`config.mk`:
```
export PLATFORM = sky130hd
export DESIGN_NAME = spmmio_sdspi_flat
export DESIGN_NICKNAME = d
export VERILOG_FILES = /design/src/rtl/spmmio_sdspi_pkg.sv /design/src/rtl/spmmio_sdspi_if.sv /design/src/rtl/spmmio_spi_engine.sv /design/src/rtl/spmmio_sdspi.sv /design/src/flat_wrapper.sv
export SDC_FILE = /design/constraint.sdc
export NUM_CORES = 1
export LEC_CHECK = 0
export ABC_CLOCK_PERIOD_IN_PS = 5950
export BUFFER_PORTS_ARGS = -buffer_cell sky130_fd_sc_hd__buf_4
export CAP_MARGIN = 20
export CORE_MARGIN = 2
export CORE_UTILIZATION = 45
export DETAILED_ROUTE_END_ITERATION = 7
export GPL_TIMING_DRIVEN = 0
export PLACE_DENSITY = 0.78
export SLEW_MARGIN = 20
export SYNTH_ARGS = -nofsm -noshare
export SYNTH_HDL_FRONTEND = slang
export SYNTH_SLANG_ARGS = --single-unit
```
`constraint.sdc`:
```
create_clock -name clk -period 5.95 [get_ports clk]
set_input_delay 0 -clock clk [delete_from_list [all_inputs] [get_ports clk]]
set_output_delay 0 -clock clk [all_outputs]
set_load 0.02 [all_outputs]
```
`src/rtl/spmmio_sdspi_pkg.sv`:
```
// Shared register map, field positions and SPI engine state encoding for the SD-card SPI block.
package spmmio_sdspi_pkg;

    localparam logic [3:0] REG_CTRL   = 4'd0;
    localparam logic [3:0] REG_STATUS = 4'd1;
    localparam logic [3:0] REG_DATA   = 4'd2;

    // Big-endian bit positions: bit 0 is the MSB of the 32-bit word.
    localparam int CTRL_CS     = 31;
    localparam int CTRL_DIV_HI = 16;
    localparam int CTRL_DIV_LO = 23;
    localparam int ST_BUSY     = 31;
    localparam int ST_CD       = 30;
    localparam int ST_WP       = 29;

    typedef enum logic [1:0] {IDLE, LOW, HIGH} spi_state_e;

    // Index of the final bit of a transfer.
    function automatic logic [4:0] last_bit(input logic len32);
        return len32 ? 5'd31 : 5'd7;
    endfunction

endpackage

```
`src/rtl/spmmio_sdspi_if.sv`:
```
// MMIO slave bus as seen downstream of the address decoder.
interface spmmio_sdspi_if;
    logic [3:0]  adr;
    logic        cs;
    logic [0:3]  sel;
    logic        we;
    logic [0:31] d;
    logic [0:31] q;

    modport master (output adr, cs, sel, we, d, input q);
    modport slave  (input adr, cs, sel, we, d, output q);
endinterface

```
`src/rtl/spmmio_spi_engine.sv`:
```
// SPI mode-0 shift engine: clock divider, IDLE/LOW/HIGH phase FSM, tx/rx shift registers.
module spmmio_spi_engine
    import spmmio_sdspi_pkg::*;
(
    input  logic        clk,
    input  logic        rst_n,
    input  logic        start_i,
    input  logic        len32_i,
    input  logic [0:31] tx_i,
    input  logic [7:0]  div_i,
    input  logic        miso_i,
    output logic        busy_o,
    output logic [0:31] rx_o,
    output logic        sck_o,
    output logic        mosi_o
);

    spi_state_e  state_q, state_d;
    logic [7:0]  divcnt_q, divcnt_d;
    logic [4:0]  bitcnt_q, bitcnt_d;
    logic [4:0]  last_q, last_d;
    logic [0:31] tx_q, tx_d;
    logic [0:31] rx_q, rx_d;
    logic        wrap;

    always_ff @(posedge clk or negedge rst_n) begin
        if (!rst_n) begin
            state_q  <= IDLE;
            divcnt_q <= '0;
            bitcnt_q <= '0;
            last_q   <= '0;
            tx_q     <= '0;
            rx_q     <= '0;
        end else begin
            state_q  <= state_d;
            divcnt_q <= divcnt_d;
            bitcnt_q <= bitcnt_d;
            last_q   <= last_d;
            tx_q     <= tx_d;
            rx_q     <= rx_d;
        end
    end

    assign wrap = (divcnt_q == div_i);

    always_comb begin
        state_d  = state_q;
        divcnt_d = divcnt_q;
        bitcnt_d = bitcnt_q;
        last_d   = last_q;
        tx_d     = tx_q;
        rx_d     = rx_q;
        unique case (state_q)
            IDLE: begin
                if (start_i) begin
                    state_d  = LOW;
                    divcnt_d = '0;
                    bitcnt_d = '0;
                    last_d   = last_bit(len32_i);
                    // Byte transfers are left-justified so tx[0] is always the next bit out.
                    tx_d     = len32_i ? tx_i : {tx_i[24:31], 24'h0};
                end
            end
            LOW: begin
                if (wrap) begin
                    state_d  = HIGH;
                    divcnt_d = '0;
                    rx_d     = {rx_q[1:31], miso_i};
                end else begin
                    divcnt_d = divcnt_q + 8'd1;
                end
            end
            HIGH: begin
                if (wrap) begin
                    divcnt_d = '0;
                    if (bitcnt_q == last_q) begin
                        state_d = IDLE;
                    end else begin
                        state_d  = LOW;
                        bitcnt_d = bitcnt_q + 5'd1;
                        tx_d     = {tx_q[1:31], 1'b0};
                    end
                end else begin
                    divcnt_d = divcnt_q + 8'd1;
                end
            end
            default: state_d = IDLE;
        endcase
    end

    assign busy_o = (state_q != IDLE);
    assign sck_o  = (state_q == HIGH);
    assign mosi_o = (state_q == IDLE) ? 1'b1 : tx_q[0];
    assign rx_o   = rx_q;

endmodule

```
`src/rtl/spmmio_sdspi.sv`:
```
// SD-card SPI master register block: CTRL/STATUS/DATA decode, card-select, pin synchronizers.
module spmmio_sdspi
    import spmmio_sdspi_pkg::*;
#(
    parameter logic [7:0] DIV_RESET = 8'hFF
) (
    input  logic             clk,
    input  logic             reset,
    spmmio_sdspi_if.slave    bus,
    output logic             sdcard_cs,
    input  logic             sdcard_cd,
    input  logic             sdcard_wp,
    output logic             sdcard_sck,
    input  logic             sdcard_miso,
    output logic             sdcard_mosi
);

    logic        cs_active_q, cs_active_d;
    logic [7:0]  div_q, div_d;
    logic [1:0]  cd_q, wp_q;
    logic        busy;
    logic [0:31] rx;
    logic        wr_en, start, len32;
    logic [0:31] rdata;

    assign wr_en = bus.cs & bus.we;
    assign start = wr_en && (bus.adr == REG_DATA) && !busy && bus.sel[3];
    assign len32 = (bus.sel == 4'b1111);

    // Divider is frozen while shifting so a transfer keeps a constant bit rate.
    always_comb begin
        cs_active_d = cs_active_q;
        div_d       = div_q;
        if (wr_en && (bus.adr == REG_CTRL)) begin
            if (bus.sel[3])
                cs_active_d = bus.d[CTRL_CS];
            if (bus.sel[2] && !busy)
                div_d = bus.d[CTRL_DIV_HI:CTRL_DIV_LO];
        end
    end

    always_ff @(posedge clk or negedge reset) begin
        if (!reset) begin
            cs_active_q <= 1'b0;
            div_q       <= DIV_RESET;
            cd_q        <= '0;
            wp_q        <= '0;
        end else begin
            cs_active_q <= cs_active_d;
            div_q       <= div_d;
            cd_q        <= {cd_q[0], sdcard_cd};
            wp_q        <= {wp_q[0], sdcard_wp};
        end
    end

    always_comb begin
        rdata = '0;
        case (bus.adr)
            REG_CTRL: begin
                rdata[CTRL_CS]                 = cs_active_q;
                rdata[CTRL_DIV_HI:CTRL_DIV_LO] = div_q;
            end
            REG_STATUS: begin
                rdata[ST_BUSY] = busy;
                rdata[ST_CD]   = cd_q[1];
                rdata[ST_WP]   = wp_q[1];
            end
            REG_DATA: rdata = rx;
            default:  rdata = '0;
        endcase
    end

    assign bus.q     = rdata;
    assign sdcard_cs = ~cs_active_q;

    spmmio_spi_engine u_engine (
        .clk     (clk),
        .rst_n   (reset),
        .start_i (start),
        .len32_i (len32),
        .tx_i    (bus.d),
        .div_i   (div_q),
        .miso_i  (sdcard_miso),
        .busy_o  (busy),
        .rx_o    (rx),
        .sck_o   (sdcard_sck),
        .mosi_o  (sdcard_mosi)
    );

endmodule

```
`src/flat_wrapper.sv`:
```
// flat-port wrapper written by rule: the top's interface ports become plain ports
module spmmio_sdspi_flat import spmmio_sdspi_pkg::*;
#(
    parameter logic [7:0] DIV_RESET = 8'hFF
)
  (clk, reset, sdcard_cs, sdcard_cd, sdcard_wp, sdcard_sck, sdcard_miso, sdcard_mosi, bus_adr, bus_cs, bus_sel, bus_we, bus_d, bus_q);
  spmmio_sdspi_if bus_i ();
  input  logic clk;
  input  logic reset;
  output logic sdcard_cs;
  input  logic sdcard_cd;
  input  logic sdcard_wp;
  output logic sdcard_sck;
  input  logic sdcard_miso;
  output logic sdcard_mosi;
  input wire logic [$bits(bus_i.adr)-1:0] bus_adr;
  input wire logic [$bits(bus_i.cs)-1:0] bus_cs;
  input wire logic [$bits(bus_i.sel)-1:0] bus_sel;
  input wire logic [$bits(bus_i.we)-1:0] bus_we;
  input wire logic [$bits(bus_i.d)-1:0] bus_d;
  output wire logic [$bits(bus_i.q)-1:0] bus_q;
  assign bus_i.adr = bus_adr;
  assign bus_i.cs = bus_cs;
  assign bus_i.sel = bus_sel;
  assign bus_i.we = bus_we;
  assign bus_i.d = bus_d;
  assign bus_q = bus_i.q;
  spmmio_sdspi #(.DIV_RESET(DIV_RESET)) u_core (.clk(clk), .reset(reset), .bus(bus_i), .sdcard_cs(sdcard_cs), .sdcard_cd(sdcard_cd), .sdcard_wp(sdcard_wp), .sdcard_sck(sdcard_sck), .sdcard_miso(sdcard_miso), .sdcard_mosi(sdcard_mosi));
endmodule
```
# [Yosys cells after proc, flatten, opt, wreduce, memory -nomap -nowiden]
# Index checks and enable logic that the tools add are counted.
[totals] regBits=97 latchBits=0 ram_bits=0 rom_bits=0 out_inout_bits=35 word_cells=68 memories=0
[op_classes] addsub=2 n_mul=0 n_div=0 magnitude_cmp=0 eq_ne=11 n_shift=0 mux=24 bitwise=2 n_reduce_logical=19
[ops] op="2-to-1 mux 32 bit" n=4
[ops] op="case mux 32 bit (2 select lines)" n=1
[ops] op="case mux 8 bit (2 select lines)" n=2
[ops] op="2-to-1 mux 5 bit" n=5
[ops] op="2-to-1 mux 16 bit" n=1
[ops] op="2-to-1 mux 8 bit" n=2
[ops] op="case mux 5 bit (2 select lines)" n=1
[ops] op="AND reduction 2 bit" n=5
[ops] op="adder 8 x 1 -> 8 bit (second input constant)" n=1
[ops] op="equality test 8 bit" n=1
[ops] op="2-to-1 mux 2 bit" n=3
[ops] op="case mux 2 bit (3 select lines)" n=1
[ops] op="nonzero test 2 bit" n=3
[ops] op="adder 5 x 1 -> 5 bit (second input constant)" n=1
[ops] op="equality test 5 bit" n=1
[ops] op="logical AND 1 bit" n=5
[ops] op="equality test 4 x 1 -> 1 bit (second input constant)" n=1
[ops] op="equality test 4 x 2 -> 1 bit (second input constant)" n=1
[ops] op="equality test 4 bit (second input constant)" n=1
[ops] op="zero test 4 bit" n=1
[ops] op="!= test 2 x 1 -> 1 bit (second input constant)" n=2
[ops] op="!= test 2 bit (second input constant)" n=2
[ops] op="case mux 2 bit (2 select lines)" n=1
[ops] op="AND reduction 4 bit" n=1
[ops] op="other kinds (10)" n=11

# [Logic depth before layout (Yosys ltp)]
# Gate-level depths: netlist of run 1.
[logic_depth] depth_word=6 ltp_mapped=9 mapped_depth_nobuf=7

# [By module]
# From an unflattened synthesis of run 1, not the netlist that was laid out.
[hier_totals] cells_unflattened=409 hier_area_um2=4728.3
[modules_own_cells] module="spmmio_spi_engine" instances=1 cells_each=337 area_each_um2=3931.3 seq_area_each_um2=2026.9
[modules_own_cells] module="spmmio_sdspi" instances=1 cells_each=72 area_each_um2=797.0 seq_area_each_um2=335.3

# [Worst setup path after synthesis of run 1]
# OpenSTA, ideal clock, no wires.
[synth_timing] path_type="register to register" from="reg u_core.u_engine.state_q[0]" to="reg u_core.u_engine.tx_q[1] in the netlist's numbering" setup_time_ps=123 arrival_ps=1860 t_required_ps=5827 setup_slack_ps=3967 path_stages_with_launch=9 path_buffers=2 synth_period_minus_slack_ps=1983 path_cell_list="dfrtp_1 inv_1 ha_1 buf_2 o221ai_1 o211ai_4 a21oi_4 buf_6 o221a_2"
[synth_lines] element="from (decl)" line_no="spmmio_spi_engine.sv:18" text="spi_state_e state_q, state_d;"
[synth_lines] element="from (signal assigned)" line_no="spmmio_spi_engine.sv:35" text="state_q <= state_d;"
[synth_lines] element="equality test 2 bit (*)"
[synth_lines] element="via sdcard_sck" line_no="flat_wrapper.sv:13" text="output logic sdcard_sck;"
[synth_lines] element="!= test 2 bit (no line), or another cell as far along"
[synth_lines] element="AND reduction 4 bit (no line)"
[synth_lines] element="to (signal assigned)" line_no="spmmio_spi_engine.sv:39" text="tx_q <= tx_d;"
[synth_lines] element="to (decl)" line_no="spmmio_spi_engine.sv:22" text="logic [0:31] tx_q, tx_d;"
# The timed path passes the listed nets; every way through them passes the cells marked *.
# A chain may end at the register's enable or synchronous reset.

# [Final worst setup path of run 1]
[layout_timing] from="reg u_core.u_engine.state_q[0]" to="reg u_core.u_engine.tx_q[8] in the netlist's numbering"
[layout_via] elab_chain_cells=6
[layout_rtl] element="nonzero test 2 bit" line_no="spmmio_spi_engine.sv:91" text="assign busy_o = (state_q != IDLE);"
[layout_rtl] element="zero test 1 bit" line_no="spmmio_sdspi.sv:27" text="assign start = wr_en && (bus.adr == REG_DATA) && !busy && bus.sel[3];"
[layout_rtl] element="logical AND 1 bit (2 in a row)" line_no="spmmio_sdspi.sv:27"
[layout_rtl] element="!= test 2 x 1 -> 1 bit (no line)"
[layout_rtl] element="AND reduction 4 bit (no line)"
# Several ways; a longest one is shown, not always the timed one.

==> results of run 1 <==
==> cell type report <==
type | count | area, µm² | share of cell area
clock buffer | 10 | 127.6 | 0.02156
clock inverter | 6 | 86.33 | 0.01459
multi-input combinational | 285 | 2078 | 0.3512
buffer | 23 | 120.1 | 0.02030
inverter | 11 | 41.29 | 0.006977
timing repair buffer | 112 | 935.9 | 0.1581
sequential | 94 | 2362 | 0.3992
tap | 133 | 166.4 | 0.02812
==> sequential cells by signal (all words and copies together), names as in the netlist <==
name	flops
u_core.cd_q	2
u_core.cs_active_q	1
u_core.div_q	8
u_core.u_engine.bitcnt_q	5
u_core.u_engine.divcnt_q	8
u_core.u_engine.last_q	2
u_core.u_engine.rx_o	32
u_core.u_engine.state_q	2
u_core.u_engine.tx_q	32
u_core.wp_q	2
==> timing repair <==
action                                  in CTS  in global routing
resized for setup                            0                  0
hold endpoints to repair                    76                  0
hold buffers                                30                  0
endpoints found under the setup margin       0                  0
==> final timing paths <==
check | from | endpoint | cells after the start
max in group asynchronous | reset | u_core.u_engine.state_q[0] | 3
min | bus_d[27] | u_core.u_engine.tx_q[4] | 4
max | u_core.u_engine.state_q[0] | u_core.u_engine.tx_q[8] | 9
min reg2reg | u_core.cd_q[0] | u_core.cd_q[1] | 0
min in group asynchronous | reset | u_core.wp_q[1] | 2
max reg2reg | u_core.u_engine.state_q[0] | u_core.u_engine.tx_q[8] | 9
==> worst max-delay path, stage by stage (launching register included) <==
cell	delay (ps)
dfrtp_1	410
inv_1	100
ha_1	350
inv_1	190
a31o_2	250
buf_4	170
o211ai_4	160
clkbuf_1	410
a21oi_1	80
a2bb2oi_1	200
==> logic make-up after synthesis <==
kind of cell / share of synthesized area
flops: 0.5133
compound gates: 0.1781
mux: 0.1145
xor+xnor: 0.01713
buf+inv: 0.03507
fa+ha+maj: 0.01631
simple gates: 0.1256
==> Yosys cell counts, drive strengths merged (8+ instances only) <==
library cell	count	area, µm²
a21oi	31	166.4
a22o	8	70.07
a2bb2oi	23	201.4
and2	22	137.6
buf	12	78.83
clkbuf	11	41.29
dfrtp	86	2152
dfstp	8	210.2
inv	11	41.29
mux2	45	506.7
nand2	29	108.9
nand3	15	75.07
o21ai	35	175.2
o221a	8	90.09
xnor2	9	78.83
==> power groups by stage <==
| stage | sequential (mW) | clock (mW) | combinational, mW |
|---|---|---|---|
| global placement | 0.910 | 0 | 0.778 |
| finish | 0.909 | 0.458 | 0.828 |
| global route | 0.930 | 0.490 | 0.915 |
| floorplan | 0.884 | 0 | 0.618 |
| detailed placement | 0.918 | 0 | 0.803 |
| CTS | 0.906 | 0.467 | 0.823 |
==> per-layer routing <==
layer	vias up	wire [µm]	track usage
met5	-	0	0
met4	0	410	0.1181
met3	36	448	0.02932
met2	124	5299	0.3224
met1	1860	4702	0.2711
li1	1763	-	-
==> through the flow <==
stage	power, mW	setup slack [ps]	util	hold slack (ps)	std cells
floorplan	1.501	3967	-	-295.6	413
global placement	1.688	3690	0.5450	111.4	627
detailed placement	1.721	3585	0.5478	39.19	628
CTS	2.196	3565	0.5999	0.9610	674
global route	2.335	3352	0.5999	22.14	674
finish	2.195	3548	0.5999	6.399	674
==> summary.md, run 1 <==
| Metric | Value |
|---|---|
| Port-buffer cells | `81` |
| Worst-Margin Slew | `946.9 ps` |
| Status | `finished, final reports clean` |
| Dpl hpwl | `7668 µm` |
| Vias in the first global route | `3574` |
| Sequential area share after synthesis | `0.5133` |
| Fin crit period | `2402 ps` |
| Synthesized net count | `466` |
| Vias post-DR | `3783` |
| Most frequent cells in the layout | `86 x dfrtp_1, 82 x buf_4, 45 x mux2_2` |
| # IOs | `82` |
| Routed wire length | `10860 µm` |
| RSZ-0062 raised after global routing | `no` |
| Initial DRC Count | `243` |
| Syn. warnings | `0` |
| Grt ovf | `0` |
| Cell Area, Placed | `5404 µm²` |
| Clock Sinks | `94` |
| #FFs+latches synth | `94` |
| Cell area after synthesis | `4602 µm²` |
| FF-to-FF setup slack | `3550 ps` |
| Post-DRT Antenna Nets | `0` |
| Leakage | `2.683 nW` |
| Final instance area | `5918 µm²` |
| Post-CTS setup buffers | `0` |
| Logic pwr share | `0.377` |
| Max_cap viols | `0` |
| Die W | `105.1 µm` |
| All-layer global routing usage | `0.2051` |
| WS Path Type | `flop to flop` |
| Clock root cell | `clkbuf_8` |
| Slew margin rel. | `0.3635` |
| Clk_lat worst skew | `370 ps` |
| Crit end category | `flop` |
| CP max FO | `10` |
| Syn-to-layout area delta | `28.60%` |
| Int Power | `1.430 mW` |
| Rows | `36` |
| CTS max path bufs | `2` |
| Tcrit/Tclk final | `0.4037` |
| Largest net degree at the start of global routing | `49` |
| Distinct cell type count of the synthesized netlist | `43` |
| FILL cells | `787` |
| GPL Wtd Cong | `0.8694` |
| Initial antenna violation count | `0` |
| Endpoints failing setup | `0` |
| Worst vdd ir | `0.0002014 V` |
| Net switching power | `0.7653 mW` |
| Most common cell after layout, fill and taps aside | `dfrtp_1` |
| Sw Share | `0.3486` |
| Worst EP arrival | `2680 ps` |
| Clock transition at path regs | `90 ps` |
| Worst path required time | `6230 ps` |
| Initial Util | `0.4665` |
| Skew final | `10.52 ps` |
| CTS tree | `built` |
| Full die area | `11050 µm²` |
| Worst min path class | `primary input to flop` |
| Primary FF master, synth | `dfrtp_1` |
| Sequential power share | `0.414` |
| First-pass GRT wire length | `18040 µm` |
| H-Tree Depth | `3` |
| Core area | `9864 µm²` |
| Pwr Density | `371.0 nW/µm²` |
| FMAX | `416.3 MHz` |
| Final Hold Fails | `0` |
| WL/cell | `16.11 µm` |
| Nets | `589` |
| CTS buffer count | `9` |
| Vias/cell | `5.613` |
| Avg Cell Area, Syn | `11.14 µm²` |
| Final Max Slew Viols | `0` |
| Layout cells sized above 1 | `0.3272` |
| Post-route DRC | `0` |
| Inserted Diodes | `0` |
| Startpoint Class | `flop` |
| Total negative setup slack | `0 ps` |
| FFs w/ async S/R, synth | `1.000` |
| DIE HEIGHT | `105.1 µm` |
| EDFF count, synth | `0` |
| Clock share of power | `0.209` |
| Synthesized instance count | `413` |
| DRT Pass-1 Iters | `4` |
(Power assumes the default switching activity.)
==> run 2: changes to the inputs <==
Settings changed: ABC_CLOCK_PERIOD_IN_PS 5950 to 2000, PLACE_DENSITY 0.78 to 0.8.
Clock period 5.95 ns to 2 ns, I/O delays scaled along.
==> run 2 against run 1 <==
Effect of this change:
- cell area increased by 4.3%
- critical path depth decreased by 2
- maximum frequency rose by 23%
- clock skew shrank 0.69 ps
- largest power group is now combinational cells
==> summary.md, run 2 (synthesized netlist as in run 1, its figures left out) <==
| Metric | Value |
|---|---|
| Status | `finished, final reports clean` |
| CP Cell Sequence | `xnor2_1 > nand4_1 > buf_4 > nor2_4 > nand4_1 > buf_6 > o221a_2` |
| Port-buffer cells | `81` |
| Syn-to-layout area delta | `34.15%` |
| Most common cell after layout, fill and taps aside | `buf_4` |
| Worst min path class | `primary input to flop` |
| Routed wire length | `12040 µm` |
| Grt ovf | `0` |
| Initial antenna violation count | `0` |
| Slew margin rel. | `0.3164` |
| R2R depth | `7` |
| Worst-Margin Slew | `1017 ps` |
| Clock root cell | `clkbuf_8` |
| Leakage | `2.827 nW` |
| Clk_lat worst skew | `370 ps` |
| Startpoint Class | `flop` |
| # IOs | `82` |
| Post-DRT Antenna Nets | `0` |
| Max stage delay cell, worst path | `dfstp_2` |
| Vias in the first global route | `3794` |
| Tcrit/Tclk final | `0.9793` |
| Dpl hpwl | `8038 µm` |
| Rows | `36` |
| Vias/cell | `5.747` |
| Final Hold Fails | `0` |
| Worst vdd ir | `0.0008399 V` |
| All-layer global routing usage | `0.2097` |
| FMAX | `510.6 MHz` |
| CTS tree | `built` |
| Crit-path max cell delay | `580 ps` |
| Largest net degree at the start of global routing | `49` |
| CP max FO | `10` |
| Clock Sinks | `94` |
| WL/cell | `17.42 µm` |
| Full die area | `11050 µm²` |
| Fin crit period | `1959 ps` |
| Initial DRC Count | `286` |
| Post-route DRC | `0` |
| Total power | `7.202 mW` |
| Die W | `105.1 µm` |
| DRT Pass-1 Iters | `5` |
| CP dominant cell by count | `nand4_1` |
| H-Tree Depth | `3` |
| CTS max path bufs | `2` |
| RSZ-0062 raised after global routing | `yes` |
| FF-to-FF setup slack | `40 ps` |
| GPL Wtd Cong | `0.8953` |
| Layout cells sized above 1 | `0.3907` |
| Most frequent cells in the layout | `100 x buf_4, 86 x dfrtp_1, 45 x mux2_2` |
| Inserted Diodes | `0` |
| Util after Layout | `0.6258` |
| Crit end category | `flop` |
| Hold path cells | `4` |
| Worst EP arrival | `2220 ps` |
| Core area | `9864 µm²` |
| Worst path required time | `2260 ps` |
| Endpoints failing setup | `0` |
| First-pass GRT wire length | `18530 µm` |
| Vias post-DR | `3971` |
| DIE HEIGHT | `105.1 µm` |
| Skew final | `9.837 ps` |
| Final Max Slew Viols | `0` |
| Nets | `607` |
| CTS buffer count | `9` |
| WS Path Type | `flop to flop` |
| Initial Util | `0.4665` |
| Max_cap viols | `0` |
| Pwr Density | `1167 nW/µm²` |
| Clock transition at path regs | `90 ps` |
## run 2: path summary, 6_finish.rpt
check                                           end            start
min in group asynchronous  u_core.u_engine.rx_o[30]            reset
hold / removal              u_core.u_engine.tx_q[5]        bus_d[26]
hold reg to reg                      u_core.cd_q[1]   u_core.cd_q[0]
setup / recovery            u_core.u_engine.tx_q[7]  u_core.div_q[7]
max in group asynchronous           u_core.div_q[7]            reset
setup reg to reg            u_core.u_engine.tx_q[7]  u_core.div_q[7]
## run 2: repair_timing
| item | CTS | global route |
|---|---|---|
| setup endpoints to repair | 76 | 65 |
| resized for setup | 21 | 33 |
| hold endpoints to repair | 83 | 0 |
| pin swaps | 3 | 3 |
| hold buffers | 28 | 0 |
| buffers inserted | 6 | 12 |
| cloned | 0 | 3 |
## run 2: where the power goes
group / total (mW) / internal, mW / switching, mW
Clock: 1.23 / 0.568 / 0.660
Sequential: 2.75 / 2.37 / 0.374
Combinational: 3.23 / 1.69 / 1.53
## run 2: stage by stage
step           setup slack [ps]  area (µm²)  cells  hold slack (ps)  TNS, ps
3_3_place_gp             -266.6        5376    627            111.2   -11510
3_5_place_dp             -357.9        5404    628            63.46   -16400
5_1_grt                  -46.52        6173    691            6.365   -283.9
6_report                  41.40        6173    691            6.441        0
2_1_floorplan             17.26        4602    413           -295.6        0
4_1_cts                   6.766        5972    677            8.010        0
## run 2: worst max-delay path, delay by kind of cell, from the launching register on
| family | cells | cell delay, ps |
|---|---|---|
| DFF | 1 | 580 |
| and+or+nand+nor | 3 | 490 |
| buffers and inverters | 2 | 370 |
| AOI/OAI and AO/OA | 1 | 270 |
| xor gates and xnor gates | 1 | 130 |
## run 2: final cells by class
cell class                 instances  area [µm²]
fill                             741        3691
clock inverter                     6       63.81
multi-input combinational        285        2158
inverter                          11       41.29
buffer                            22       156.4
tap                              133       166.4
clock buffer                       9       123.9
sequential                        94        2362
timing repair buffer             131        1101
## run 2: metal layers
layer | part of all wire | GRT usage | vias to the layer above | wire (µm)
li1 | - | - | 1792 | -
met1 | 0.41 | 0.2659 | 1984 | 4945
met2 | 0.51 | 0.3488 | 158 | 6141
met3 | 0.048 | 0.02994 | 37 | 576
met4 | 0.031 | 0.1076 | 0 | 376
met5 | 0 | 0 | - | 0
==> run 3: changes to the inputs <==
Settings changed: CORE_UTILIZATION 45 to 35, PLACE_DENSITY 0.8 to 0.67, RECOVER_POWER set to 100.
==> run 3 against run 2 <==
Effect of this change:
- clock power rose by 53%
- clock skew is 1.4 ps higher
- critical path depth is the same
- first-iteration DRC count is 19% lower
- combinational power is 8.7% lower
- sequential share of layout area fell by 0.42 points
- via count fell by 3.9%
- critical endpoint is now u_core.u_engine.tx_q[21]
==> summary.md, run 3 (synthesized netlist as in run 1, its figures left out) <==
| Metric | Value |
|---|---|
| Worst path required time | `2220 ps` |
| Non-filler instance count after layout | `731` |
| Final instance area | `6242 µm²` |
| Inserted Diodes | `0` |
| Port-buffer cells | `81` |
| Sequential power share | `0.360` |
| # IOs | `82` |
| Endpoints failing setup | `0` |
| Core area | `12720 µm²` |
| Worst slack, placed | `-351.3 ps` |
| All-layer global routing usage | `0.1659` |
| Max_cap viols | `0` |
| Clock share of power | `0.249` |
| Clock root cell | `clkbuf_16` |
| DRT Pass-1 Iters | `4` |
| Layout cells sized above 1 | `0.3631` |
| CP Cell Sequence | `xnor2_1 > nand4_1 > or2_4 > buf_4 > clkbuf_4 > o21ai_0 > a2bb2oi_2` |
| Crit end category | `flop` |
| Clock Sinks | `94` |
| Int Power | `5.036 mW` |
| Tcrit/Tclk final | `0.9863` |
| Grt ovf | `0` |
| Max stage delay cell, worst path | `dfstp_2` |
| H-Tree Depth | `3` |
| Initial Util | `0.3617` |
| Clk_lat worst skew | `350 ps` |
| Initial DRC Count | `233` |
| Net switching power | `2.513 mW` |
| Clock transition at path regs | `60 ps` |
| Final Max Slew Viols | `0` |
| Final Hold Fails | `0` |
| Skew final | `11.19 ps` |
| Vias/cell | `5.223` |
| WL/cell | `15.78 µm` |
| First-pass GRT wire length | `18990 µm` |
| Sw Share | `0.3328` |
| Rows | `41` |
| Most frequent cells in the layout | `87 x buf_4, 86 x dfrtp_1, 45 x mux2_2` |
| Nets | `607` |
| GPL Wtd Cong | `0.8147` |
| Cell Area, Placed | `5429 µm²` |
| Crit path buf inv count | `2` |
| Util after Layout | `0.4907` |
| CTS max path bufs | `2` |
| Post-route DRC | `0` |
| Pwr Density | `1209 nW/µm²` |
| WHS | `17.17 ps` |
| CTS buffer count | `9` |
| Initial antenna violation count | `0` |
| Worst min path class | `primary input to flop` |
| FMAX | `507.0 MHz` |
| WS Path Type | `flop to flop` |
| Worst EP arrival | `2190 ps` |
| DIE HEIGHT | `118.7 µm` |
| Post-DRT Antenna Nets | `0` |
| Worst-Margin Slew | `1282 ps` |
| Startpoint Class | `flop` |
| Most common cell after layout, fill and taps aside | `buf_4` |
| Vias in the first global route | `3864` |
| Dpl hpwl | `7814 µm` |
| Routed wire length | `11540 µm` |
| Crit-path max cell delay | `570 ps` |
| Largest net degree at the start of global routing | `95` |
| Total power | `7.549 mW` |
| RSZ-0062 raised after global routing | `yes` |
| Logic pwr share | `0.391` |
| Syn-to-layout area delta | `35.64%` |
| Leakage | `2.796 nW` |
| Vias post-DR | `3818` |
| CP max FO | `10` |
| Status | `finished, final reports clean` |
| CTS tree | `built` |
| Slew margin rel. | `0.1452` |
| Full die area | `14080 µm²` |
| CP top delay family | `flip-flops` |
| Placed Cells incl. Taps | `666` |
| Worst vdd ir | `0.0005078 V` |
| Total negative setup slack | `0 ps` |
| Die W | `118.7 µm` |
| Fin crit period | `1973 ps` |
| Worst setup margin | `27.46 ps` |
==> run 3: worst paths after layout <==
path | start | endpoint | cells after the start | slack (ps)
worst min-delay path | bus_d[7] | u_core.u_engine.tx_q[24] | 3 | 20
worst min register to register | u_core.wp_q[0] | u_core.wp_q[1] | 0 | 350
worst max register to register | u_core.div_q[7] | u_core.u_engine.tx_q[21] | 7 | 30
max in group asynchronous | reset | u_core.u_engine.state_q[0] | 2 | 650
min in group asynchronous | reset | u_core.u_engine.rx_o[10] | 2 | 520
worst max-delay path | u_core.div_q[7] | u_core.u_engine.tx_q[21] | 7 | 30
==> run 3: power by group through the flow <==
| stage | Sequential [mW] | Clock [mW] | Combinational [mW] |
|---|---|---|---|
| finish | 2.72 | 1.88 | 2.95 |
| global route | 2.78 | 2.01 | 3.24 |
| CTS | 2.71 | 1.91 | 2.75 |
| detailed placement | 2.73 | 0 | 2.41 |
| global placement | 2.72 | 0 | 2.31 |
| floorplan | 2.63 | 0 | 1.84 |
==> run 3: routing by layer <==
layer	routed length [µm]	global-route usage	part of all wire
met3	562	0.03234	0.049
met1	5300	0.2309	0.46
met2	5350	0.2489	0.46
met5	0	0	0
met4	324	0.07664	0.028
==> run 3: timing repair <==
item                                    in CTS  in global routing
buffers inserted                            11                  8
pin swaps                                    5                  4
endpoints found under the setup margin      68                 63
resized for setup                           21                 20
hold buffers                                27                  0
cloned                                       1                  2
endpoints found under the hold margin      120                  0
==> run 3: cell type report <==
type / count / area [µm²]
buffer: 22 / 143.9
timing repair buffer: 131 / 1010
sequential: 94 / 2362
fill: 1185 / 6480
tap: 172 / 215.2
inverter: 11 / 41.29
multi-input combinational: 285 / 2138
clock inverter: 6 / 92.59
clock buffer: 10 / 239.0
==> run 3: worst register-to-register path, delay by kind of cell (launching register included) <==
family                 cells  cell delay, ps
AO/OA/AOI/OAI              2             310
XOR/XNOR                   1             130
buffers and inverters      2             350
flip-flops                 1             570
AND/OR/NAND/NOR            2             490
